===== config.mk =====
export PLATFORM = sky130hd
export DESIGN_NAME = fpu_ss_wb_arbiter
export DESIGN_NICKNAME = d
export VERILOG_FILES = /design/src/rtl/fpu_ss_wb_arbiter.sv
export SDC_FILE = /design/constraint.sdc
export NUM_CORES = 1
export LEC_CHECK = 0
export ABC_AREA = 1
export ABC_CLOCK_PERIOD_IN_PS = 6160
export CORE_MARGIN = 2
export CORE_UTILIZATION = 46
export DETAILED_ROUTE_END_ITERATION = 10
export PLACE_DENSITY = 0.85
export SETUP_SLACK_MARGIN = 0.2
export SLEW_MARGIN = 25
export SYNTH_ARGS = -nofsm -noshare
export SYNTH_HDL_FRONTEND = slang
export SYNTH_SLANG_ARGS = --single-unit

===== constraint.sdc =====
create_clock -name clk_i -period 6.16 [get_ports clk_i]
set_input_delay 0.616 -clock clk_i [delete_from_list [all_inputs] [get_ports clk_i]]
set_output_delay 0.616 -clock clk_i [all_outputs]
set_load 0.02 [all_outputs]

===== src/rtl/fpu_ss_wb_arbiter.sv =====
// Write-back arbiter: buffers FPnew results in a small FIFO and retires them to the
// FP register file or the core's integer result port; memory loads always win the FPR port.
module fpu_ss_wb_arbiter #(
  parameter int unsigned BUF_DEPTH = 2
) (
  input  logic        clk_i,
  input  logic        rst_ni,
  input  logic        fpu_out_valid_i,
  output logic        fpu_out_ready_o,
  input  logic [31:0] fpu_out_data_i,
  input  logic [4:0]  fpu_out_rd_i,
  input  logic        fpu_out_rd_is_fp_i,
  input  logic [3:0]  fpu_out_id_i,
  input  logic        mem_result_valid_i,
  input  logic        mem_result_we_i,
  input  logic [4:0]  mem_result_rd_i,
  input  logic [31:0] mem_result_data_i,
  output logic        fpr_we_o,
  output logic [4:0]  fpr_waddr_o,
  output logic [31:0] fpr_wdata_o,
  output logic        x_result_valid_o,
  input  logic        x_result_ready_i,
  output logic [3:0]  x_result_id_o,
  output logic [4:0]  x_result_rd_o,
  output logic [31:0] x_result_data_o,
  output logic        empty_o
);

  localparam int unsigned PW = $clog2(BUF_DEPTH);
  localparam logic [PW:0] DEPTH_C = (PW + 1)'(BUF_DEPTH);

  logic [31:0]   buf_data  [BUF_DEPTH];
  logic [4:0]    buf_rd    [BUF_DEPTH];
  logic          buf_is_fp [BUF_DEPTH];
  logic [3:0]    buf_id    [BUF_DEPTH];

  logic [PW-1:0] wr_ptr, rd_ptr;
  logic [PW:0]   count;

  logic          empty, push, pop, mem_wr, fp_pop, x_valid, x_pop;
  logic [31:0]   head_data;
  logic [4:0]    head_rd;
  logic          head_is_fp;
  logic [3:0]    head_id;

  assign empty      = (count == '0);
  assign head_data  = buf_data[rd_ptr];
  assign head_rd    = buf_rd[rd_ptr];
  assign head_is_fp = buf_is_fp[rd_ptr];
  assign head_id    = buf_id[rd_ptr];

  // Loads are gated by reset so the FPR port stays quiet while the block is held in reset.
  assign mem_wr  = rst_ni & mem_result_valid_i & mem_result_we_i;
  assign fp_pop  = ~empty & head_is_fp & ~mem_wr;
  assign x_valid = ~empty & ~head_is_fp;
  assign x_pop   = x_valid & x_result_ready_i;
  assign pop     = fp_pop | x_pop;

  assign fpu_out_ready_o = (count < DEPTH_C);
  assign push            = fpu_out_valid_i & fpu_out_ready_o;
  assign empty_o         = empty;

  always_ff @(posedge clk_i) begin
    if (push) begin
      buf_data[wr_ptr]  <= fpu_out_data_i;
      buf_rd[wr_ptr]    <= fpu_out_rd_i;
      buf_is_fp[wr_ptr] <= fpu_out_rd_is_fp_i;
      buf_id[wr_ptr]    <= fpu_out_id_i;
    end
  end

  always_ff @(posedge clk_i or negedge rst_ni) begin
    if (!rst_ni) begin
      wr_ptr <= '0;
      rd_ptr <= '0;
      count  <= '0;
    end else begin
      if (push) wr_ptr <= wr_ptr + PW'(1);
      if (pop)  rd_ptr <= rd_ptr + PW'(1);
      case ({push, pop})
        2'b10:   count <= count + 1'b1;
        2'b01:   count <= count - 1'b1;
        default: count <= count;
      endcase
    end
  end

  always_comb begin
    fpr_we_o    = 1'b0;
    fpr_waddr_o = '0;
    fpr_wdata_o = '0;
    if (mem_wr) begin
      fpr_we_o    = 1'b1;
      fpr_waddr_o = mem_result_rd_i;
      fpr_wdata_o = mem_result_data_i;
    end else if (fp_pop) begin
      fpr_we_o    = 1'b1;
      fpr_waddr_o = head_rd;
      fpr_wdata_o = head_data;
    end
  end

  always_comb begin
    x_result_valid_o = x_valid;
    x_result_id_o    = '0;
    x_result_rd_o    = '0;
    x_result_data_o  = '0;
    if (x_valid) begin
      x_result_id_o   = head_id;
      x_result_rd_o   = head_rd;
      x_result_data_o = head_data;
    end
  end

endmodule


==> reports/metrics.yaml <==
run_status:
  outcome: "finished, final reports clean"
placed_design:
  placedInstanceArea_um2: 5670
  place_ws_ns: 1.82
  port_buffers: 166
  place_hpwl_um: 6370
  gp_congestion: 0.820
grt:
  grt_max_degree: 46
  overflow: 0
  grt_pass1_vias: 3290
  grt.total_usage_pct: 20.3
  grt_pass1_wl_um: 15300
  antenna_found_initial: 0
clock_tree:
  cts.sinks: 88
  tritoncts: "built"
  clk_pin_slew_ns: 0.08
  cts_root_buf: "clkbuf_8"
  post_cts_buffers: 0
  clk_path_buf_depth: 2
  numCtsBuffers: 9
  cts_resized: 0
  worst_skew_pair.late_latency_ns: 0.34
  ctsHtreeMaxLevel: 3
  holdBufCountCts: 0
logic_synthesis:
  synth_area_per_cell_um2: 11.7
  synth_fp_nets: 425
  seq_area_frac_synth_pct: 66.2
  synthesis.area_um2: 3960
  synth_cell_types: 26
  syn_inst: 339
  ys_warn_count: 0
  synth_seq_cells: 88
finish:
  fin_area_um2: 5840
  area_growth_pct: 47.4
  num_antenna_cells: 0
  mostFrequentLayoutCells: "clkdlybuf4s50_1, edfxtp_1, inv_1"
  final_util_pct: 70.3
  nets: 585
  final_common_cell: "clkdlybuf4s50_1"
  drive_gt1_share_pct: 8.75
critical_path:
  worst_path_largest_cell_delay_ns: 0.84
  crit_chain: "clkdlybuf4s50_1 -> nand3_2 -> buf_4 -> nand3_2 -> o22ai_1 -> clkdlybuf4s50_1"
  critPathTopFamily: "buffers and inverters"
  path_buf_inv: 3
  path_class: "primary input to output port"
  slowest_stage: "nand3_2"
  crit_required_ns: 5.54
  crit_path_max_fanout: 39
  cp.arrival_ns: 3.77
  cp-start-kind: "primary input"
  worst_setup_path_end_kind: "output port"
sta:
  fin_ws_ns: 1.78
  clock.fmax_mhz: 228
  period_minus_slack_ns: 4.38
  final_hold_viol_count: 0
  fin_crit_sh_pct: 71.2
  finalClockSkew_ns: 0.00685
  slew-limit-headroom_pct: 35.0
  tightest_slew_ns: 0.974
  setup_violations: 0
  rsz0062_at_grt: "false"
  tns_ns: 0
  finalMaxSlewViolations: 0
floorplanning:
  core.rowCount: 33
  die_w_um: 96.8
  ios: 167
  start_util_pct: 47.7
  fp.coreArea_um2: 8300
  die_area_um2: 9370
  die_y_um: 96.8
routing:
  vias_per_cell: 5.08
  first_iter_violations: 173
  wl_per_cell_um: 15.5
  routed_wl_um: 9440
  ant_nets: 0
  drc: 0
  vias: 3087
  dr.pass1.iters: 4
flow_run:
  maxCapViolCount: 0
pwr:
  peakVddDrop_mv: 0.240
  pwr_density_cell_nw_per_um2: 458
  p_leak_uw: 0.00214
  design_power_total_uw: 2680
worst_hold_path:
  hp-class: "primary input to async pin"
==> worst register-to-register path, delay by kind of cell (launching register included) <==
family                   cells  cell delay [ns]
XOR/XNOR                     1             0.15
flip-flops                   1             0.37
adder cells (fa/ha/maj)      1             0.30
AND/OR/NAND/NOR              4             1.29
AO/OA/AOI/OAI                2             0.24
buffers and inverters        2             0.66
==> power breakdown <==
part | internal [µW] | switching, µW | total [µW]
combinational | 653 | 882 | 1530
sequential | 785 | 26.0 | 811
clock | 142 | 188 | 330
total | 1580 | 1100 | 2680
==> registers in the layout, indices dropped and copies added (netlist names) <==
| register | count |
|---|---|
| rd_ptr | 1 |
| buf_data | 64 |
| buf_rd | 10 |
| wr_ptr | 1 |
| count | 2 |
| buf_id | 8 |
| buf_is_fp | 2 |
==> metal layers <==
layer | vias to the layer above | track usage, % | share of wire, %
met2 | 118 | 36.2 | 52
met4 | 0 | 9.43 | 2.0
met5 | - | 0 | 0
li1 | 1488 | - | -
met1 | 1463 | 22.8 | 39
met3 | 18 | 4.99 | 6.7
==> synthesized netlist by cell type (all sizes together) <==
cell,count,area (µm²)
a21oi,5,25.0
buf,16,108
clkbuf,5,21.3
dfrtp,4,100
edfxtp,84,2520
ha,1,12.5
inv,45,171
nand2,20,77.6
nand3,4,25.0
nor2,39,146
o21ai,39,199
o22ai,37,294
or2,37,231
xnor2,1,8.76
xor2,2,17.5
==> stage by stage <==
| step | hold slack, ns | instances |
|---|---|---|
| finish | 0.505 | 608 |
| global route | 0.494 | 608 |
| CTS | 0.489 | 608 |
| detailed placement | 0.529 | 593 |
| global placement | 0.505 | 593 |
| floorplan | 0.320 | 339 |
==> path summary, 6_finish.rpt <==
path,cells after the start,to,start,slack [ns]
max,6,fpr_wdata_o[19],rst_ni,1.78
min,1,count[1],rst_ni,0.50
max reg2reg,10,count[1],rd_ptr,3.03
min reg2reg,1,count[0],count[0],0.54
max in group asynchronous,1,wr_ptr,rst_ni,5.46
min in group clk_i,1,count[0],count[0],0.54
==> layout make-up <==
cell class | instances | area, µm²
Multi-Input combinational cell | 185 | 1060
Timing Repair Buffer | 170 | 1690
Clock buffer | 9 | 124
Sequential cell | 88 | 2620
Clock inverter | 6 | 37.5
Fill cell | 595 | 2460
Inverter | 45 | 171
Tap cell | 105 | 131
==> logic make-up after synthesis <==
logic type,after synthesis,share of synthesized area (%)
AND/OR/NAND/NOR,100,12.1
flip-flops,88,66.2
AO/OA/AOI/OAI,81,13.1
buffers and inverters,66,7.58
XOR/XNOR,3,0.664
adder cells (fa/ha/maj),1,0.316
Power figures use the tool's default switching activity.
